`config.mk`:
```
export PLATFORM = sky130hd
export DESIGN_NAME = chord_scheduler
export DESIGN_NICKNAME = d
export VERILOG_FILES = /design/src/rtl/chord_sched_pkg.sv /design/src/rtl/voice_counter.sv /design/src/rtl/chord_scheduler.sv
export SDC_FILE = /design/constraint.sdc
export NUM_CORES = 1
export LEC_CHECK = 0
export BUFFER_PORTS_ARGS = -buffer_cell sky130_fd_sc_hd__clkbuf_2
export CAP_MARGIN = 10
export CORE_ASPECT_RATIO = 0.75
export CORE_UTILIZATION = 54
export CTS_CLUSTER_DIAMETER = 80
export DETAILED_ROUTE_END_ITERATION = 8
export GPL_TIMING_DRIVEN = 0
export PLACE_DENSITY = 0.85
export SYNTH_ARGS = -nofsm -noshare
export SYNTH_HDL_FRONTEND = slang
export SYNTH_SLANG_ARGS = --single-unit
```
`constraint.sdc`:
```
create_clock -name clk -period 2.3 [get_ports clk]
set_input_delay 0.23 -clock clk [delete_from_list [all_inputs] [get_ports clk]]
set_output_delay 0.23 -clock clk [all_outputs]
set_load 0.02 [all_outputs]
```
`src/rtl/chord_sched_pkg.sv`:
```
// rtl/chord_sched_pkg.sv - shared types and constants for the chord scheduler
// Contents: FSM state enum, song entry field positions, default voice capacity.
package chord_sched_pkg;

    localparam int NUM_VOICES_DEF = 3;

    // Song entry layout: {wait[12], note[11:6], duration[5:0]}
    localparam int ENTRY_W  = 13;
    localparam int WAIT_BIT = 12;
    localparam int NOTE_HI  = 11;
    localparam int NOTE_LO  = 6;
    localparam int DUR_HI   = 5;
    localparam int DUR_LO   = 0;

    typedef enum logic [2:0] {
        ST_IDLE,
        ST_FETCH,
        ST_DECODE,
        ST_ISSUE,
        ST_WAIT_VOICE,
        ST_WAIT_BEATS,
        ST_DONE
    } state_e;

endpackage

```
`src/rtl/voice_counter.sv`:
```
// rtl/voice_counter.sv - saturating occupancy counter for sounding voices
// Ports: clk, reset_n (async active-low), inc (voice loaded), dec (voice finished),
//        count (voices currently sounding, 0..MAX).
module voice_counter
    import chord_sched_pkg::*;
#(
    parameter int MAX = NUM_VOICES_DEF,
    parameter int W   = $clog2(MAX + 1)
) (
    input  logic         clk,
    input  logic         reset_n,
    input  logic         inc,
    input  logic         dec,
    output logic [W-1:0] count
);

    localparam logic [W-1:0] MAX_C = W'(MAX);

    logic [W-1:0] count_q;
    logic [W-1:0] count_d;

    // Coincident inc/dec cancel; dec at empty and inc at full are dropped.
    always_comb begin
        count_d = count_q;
        if (inc && !dec && (count_q < MAX_C)) begin
            count_d = count_q + W'(1);
        end else if (dec && !inc && (count_q != '0)) begin
            count_d = count_q - W'(1);
        end
    end

    always_ff @(posedge clk or negedge reset_n) begin
        if (!reset_n) begin
            count_q <= '0;
        end else begin
            count_q <= count_d;
        end
    end

    assign count = count_q;

endmodule

```
`src/rtl/chord_scheduler.sv`:
```
// rtl/chord_scheduler.sv - walks a song memory and feeds note loads to the chords engine
// Ports: clk, reset_n (async active-low), start, play, beat, note_done (inputs);
//        rom_addr / rom_data (song memory, 1-cycle read latency);
//        play_enable, load_new_note, note_to_load, duration, busy, song_done (outputs).
module chord_scheduler
    import chord_sched_pkg::*;
#(
    parameter int ADDR_W     = 7,
    parameter int NUM_VOICES = NUM_VOICES_DEF
) (
    input  logic               clk,
    input  logic               reset_n,
    input  logic               start,
    input  logic               play,
    input  logic               beat,
    input  logic               note_done,
    output logic [ADDR_W-1:0]  rom_addr,
    input  logic [ENTRY_W-1:0] rom_data,
    output logic               play_enable,
    output logic               load_new_note,
    output logic [5:0]         note_to_load,
    output logic [5:0]         duration,
    output logic               busy,
    output logic               song_done
);

    localparam int             CNT_W  = $clog2(NUM_VOICES + 1);
    localparam logic [CNT_W-1:0] MAX_C = CNT_W'(NUM_VOICES);

    state_e            state_q, state_d;
    logic [ADDR_W-1:0] rom_addr_q, rom_addr_d;
    logic [5:0]        beat_cnt_q, beat_cnt_d;
    logic [5:0]        ent_note_q, ent_note_d;
    logic [5:0]        ent_dur_q, ent_dur_d;
    logic [5:0]        note_q, note_d;
    logic [5:0]        dur_q, dur_d;
    logic [CNT_W-1:0]  active_voices;

    logic       ent_wait;
    logic [5:0] ent_note;
    logic [5:0] ent_dur;
    logic       issue_fire;
    logic       voice_free;
    logic       advance;

    assign ent_wait   = rom_data[WAIT_BIT];
    assign ent_note   = rom_data[NOTE_HI:NOTE_LO];
    assign ent_dur    = rom_data[DUR_HI:DUR_LO];
    assign issue_fire = (state_q == ST_ISSUE) && play;
    assign voice_free = active_voices < MAX_C;

    always_comb begin
        state_d    = state_q;
        rom_addr_d = rom_addr_q;
        beat_cnt_d = beat_cnt_q;
        ent_note_d = ent_note_q;
        ent_dur_d  = ent_dur_q;
        note_d     = note_q;
        dur_d      = dur_q;
        advance    = 1'b0;

        case (state_q)
            ST_IDLE, ST_DONE: begin
                if (start) begin
                    rom_addr_d = '0;
                    state_d    = ST_FETCH;
                end
            end
            ST_FETCH: state_d = ST_DECODE;
            ST_DECODE: begin
                ent_note_d = ent_note;
                ent_dur_d  = ent_dur;
                if (rom_data == '0) begin
                    state_d = ST_DONE;
                end else if (ent_wait) begin
                    if (ent_dur != '0) begin
                        beat_cnt_d = ent_dur;
                        state_d    = ST_WAIT_BEATS;
                    end else begin
                        advance = 1'b1;
                    end
                end else if ((ent_note == '0) || (ent_dur == '0)) begin
                    advance = 1'b1;
                end else begin
                    state_d = voice_free ? ST_ISSUE : ST_WAIT_VOICE;
                end
            end
            ST_ISSUE: begin
                if (play) begin
                    note_d  = ent_note_q;
                    dur_d   = ent_dur_q;
                    advance = 1'b1;
                end
            end
            ST_WAIT_VOICE: begin
                if (voice_free) begin
                    state_d = ST_ISSUE;
                end
            end
            ST_WAIT_BEATS: begin
                if (beat_cnt_q == '0) begin
                    advance = 1'b1;
                end else if (beat && play) begin
                    beat_cnt_d = beat_cnt_q - 6'd1;
                end
            end
            default: state_d = ST_IDLE;
        endcase

        // The song ends at the top of memory rather than wrapping to 0.
        if (advance) begin
            if (rom_addr_q == '1) begin
                state_d = ST_DONE;
            end else begin
                rom_addr_d = rom_addr_q + ADDR_W'(1);
                state_d    = ST_FETCH;
            end
        end
    end

    always_ff @(posedge clk or negedge reset_n) begin
        if (!reset_n) begin
            state_q    <= ST_IDLE;
            rom_addr_q <= '0;
            beat_cnt_q <= '0;
            ent_note_q <= '0;
            ent_dur_q  <= '0;
            note_q     <= '0;
            dur_q      <= '0;
        end else begin
            state_q    <= state_d;
            rom_addr_q <= rom_addr_d;
            beat_cnt_q <= beat_cnt_d;
            ent_note_q <= ent_note_d;
            ent_dur_q  <= ent_dur_d;
            note_q     <= note_d;
            dur_q      <= dur_d;
        end
    end

    voice_counter #(
        .MAX (NUM_VOICES),
        .W   (CNT_W)
    ) u_voice_counter (
        .clk     (clk),
        .reset_n (reset_n),
        .inc     (issue_fire),
        .dec     (note_done),
        .count   (active_voices)
    );

    // The load fires inside the ISSUE cycle so a freed voice is refilled one
    // cycle after the FSM sees it; note/duration show the entry during that
    // cycle and hold the last loaded values otherwise.
    assign rom_addr      = rom_addr_q;
    assign load_new_note = issue_fire;
    assign note_to_load  = issue_fire ? ent_note_q : note_q;
    assign duration      = issue_fire ? ent_dur_q : dur_q;
    assign busy          = (state_q != ST_IDLE) && (state_q != ST_DONE);
    assign song_done     = (state_q == ST_DONE);
    assign play_enable   = busy && play;

endmodule

```
==> impl_metrics.ini <==
[placed_design]
io_buffers = 41
hpwl_microns = 3243
gp_congestion = 0.8200
pre_cts_ws_ns = 0.3248
post_dp_cell_area_sq_um = 2414
dp.cells = 321

[final_layout]
layout_commonest_cell = nand2_1
antenna_cells = 0
drive_gt1_share_pct = 27.70
final_nets = 299
postLayoutCellArea_sq_um = 2531
fin_cells = 330
final_cell_mix = 51 x nand2_1, 42 x dfrtp_1, 41 x clkbuf_2
syn2layout_area_growth_pct = 18.10
fin_util_pct = 67.82

[grt]
grt-ovfl-total = 0
grtUsageTotal_pct = 24.62
grt_max_degree = 43
grt_pass1_vias = 1686
grt_antenna_before_repair = 0
grt_pass1_wl_microns = 7693

[critical_path]
crit_path_max_fanout = 10
critPathBufInv = 3
critPathMaxStageDelay_ns = 0.39
cp.arrival_ns = 1.90
cp_top_family = buffers and inverters
crit_chain = buf_2, nor2b_1, nand3_2, buf_2, mux2_2, clkbuf_2
slowest_stage = mux2_2
cp-end-kind = output port
worstSetupPathType = register to output port
worst_ep_required_time_ns = 2.07
critPathMostFrequentCell = buf_2
crit_path_start_kind = register

[floorplan]
initial_core_util_pct = 57.43
ios = 42
row_count = 19
fp.dieW_microns = 74.75
coreArea_sq_um = 3732
dieArea_sq_um = 4228
die_h_microns = 56.56

[sta]
tightest_slew_ns = 1.006
relSlewSlack_pct = 32.95
fin_skew_ns = 0.006756
final_hold_viol_count = 0
rsz0062_at_grt = false
period_share_pct = 92.50
fmax_mhz = 470.0
setup_viol = 0
worst_slack_ns = 0.1726
drv_slew = 0
tns_ns = 0
finalCriticalPeriod_ns = 2.127

[clock_network]
cts-htree-levels = 2
cts_resized = 0
ctsHoldBuffers = 0
insertion_delay_ns = 0.30
cts-root-buf = clkbuf_8
cts_made_buffers = 5
cts_max_path_buffers = 2
cts_sinks = 42
path_clk_slew_ns = 0.08
cts_tree = done

[detailed_routing]
vias_per_cell = 5.455
detail-route-antenna-nets = 0
drt_iter0_drc = 145
wirelength_microns = 4545
num_vias = 1800
wl_per_cell_microns = 13.77
drcViolationCount = 0
drtPass1Iterations = 4

[pwr]
p_per_area_nw_per_um2 = 1365
power.leakage_nw = 1.240
ir_drop_v = 0.0007876

[synth]
ys_types = 45
ys_ff_latch = 42
yosys_warnings = 0
synthArstFlopShare_pct = 100.0
synth_seq_area_share_pct = 49.04
syn_nets = 250
yosys.area.top_type = dfrtp_1
synthFlopType = dfrtp_1
synthesis.area_sq_um = 2143
synth_edf_count = 0
syn_inst = 228
synth.area.top_cells = dfrtp_1 49%, nand2_1 8.9%, mux2_2 6.8%
synth_top_area_share_pct = 49.04
syn-mean-instance-area_sq_um = 9.400

[run]
drv_cap = 0

[outcome]
status = completed

[worst_hold_path]
hp-class = primary input to async pin
-- through the flow --
| step | hold WS [ns] | power, mW |
|---|---|---|
| after floorplan | -0.06559 | 2.410 |
| final | 0.08928 | 3.456 |
| after global routing | 0.1397 | 3.713 |
| after CTS | 0.1255 | 3.466 |
| after detailed placement | 0.4480 | 2.867 |
| after global placement | 0.4487 | 2.800 |
-- path summary, 6_finish.rpt --
check / slack, ns / end / start / cells after the start
min in group clk: 0.14 / ent_note_q[5] / rom_data[11] / 3
worst min register to register: 0.49 / ent_note_q[1] / ent_note_q[1] / 2
max in group asynchronous: 1.59 / beat_cnt_q[3] / reset_n / 1
worst max-delay path: 0.17 / duration[0] / state_q[0] / 6
worst min-delay path: 0.09 / u_voice_counter.count[0] / reset_n / 1
worst max register to register: 0.26 / beat_cnt_q[4] / state_q[1] / 8
-- kinds of logic (layout without fill, tap and decap cells) --
| family | Yosys count | in the layout | synth area share (%) |
|---|---|---|---|
| muxes | 14 | 14 | 7.297 |
| adders and majority gates | 3 | 3 | 1.752 |
| xor gates and xnor gates | 3 | 3 | 1.226 |
| and+or+nand+nor | 107 | 107 | 23.41 |
| buffers and inverters | 14 | 64 | 3.211 |
| DFF | 42 | 42 | 49.04 |
| AOI/OAI and AO/OA | 45 | 45 | 14.07 |
-- cell usage after synthesis (2+ instances only) --
| master | count |
|---|---|
| nor2b_1 | 4 |
| xor2_1 | 3 |
| nor3_1 | 4 |
| nand3_1 | 6 |
| o21ai_0 | 14 |
| dfrtp_1 | 42 |
| inv_1 | 5 |
| nand3b_1 | 2 |
| a31oi_1 | 3 |
| nand2_1 | 51 |
| nor4_1 | 4 |
| nor2_1 | 21 |
| nor3b_1 | 2 |
| mux2_2 | 13 |
| clkbuf_1 | 3 |
| nand2b_1 | 4 |
| a211oi_1 | 3 |
| buf_2 | 4 |
| a21oi_1 | 10 |
| ha_1 | 3 |
| a211o_1 | 3 |
-- layer usage --
metal / track usage (%) / wire length [microns]
met5: 0 / 0
met4: 7.547 / 54
met3: 6.463 / 219
met2: 36.16 / 2072
met1: 35.64 / 2198
-- sequential cells by signal, summed over array words and instances, names as in the netlist --
| register | flops |
|---|---|
| ent_dur_q | 6 |
| beat_cnt_q | 6 |
| note_q | 6 |
| dur_q | 6 |
| u_voice_counter.count | 2 |
| state_q | 3 |
| ent_note_q | 6 |
| rom_addr | 7 |
-- area by class of cell --
| type | instances | area, sq um |
|---|---|---|
| Inverter | 5 | 18.77 |
| Multi-Input combinational cell | 172 | 1023 |
| Clock inverter | 2 | 37.54 |
| Buffer | 9 | 50.05 |
| Tap cell | 52 | 65.06 |
| Sequential cell | 42 | 1051 |
| Timing Repair Buffer | 42 | 212.7 |
| Fill cell | 290 | 1201 |
| Clock buffer | 6 | 72.57 |
-- power by group --
group / total, mW / switching [mW] / leakage, nW / internal [mW]
Sequential: 1.26 / 0.194 / 0.528 / 1.06
Clock: 0.584 / 0.260 / 0.0514 / 0.324
Combinational: 1.61 / 0.987 / 0.660 / 0.626
-- what timing repair did --
| action | CTS | global route |
|---|---|---|
| endpoints found under the hold margin | 0 | 0 |
| setup buffers | 1 | 0 |
| setup endpoints to repair | 6 | 0 |
(Power assumes the default switching activity.)
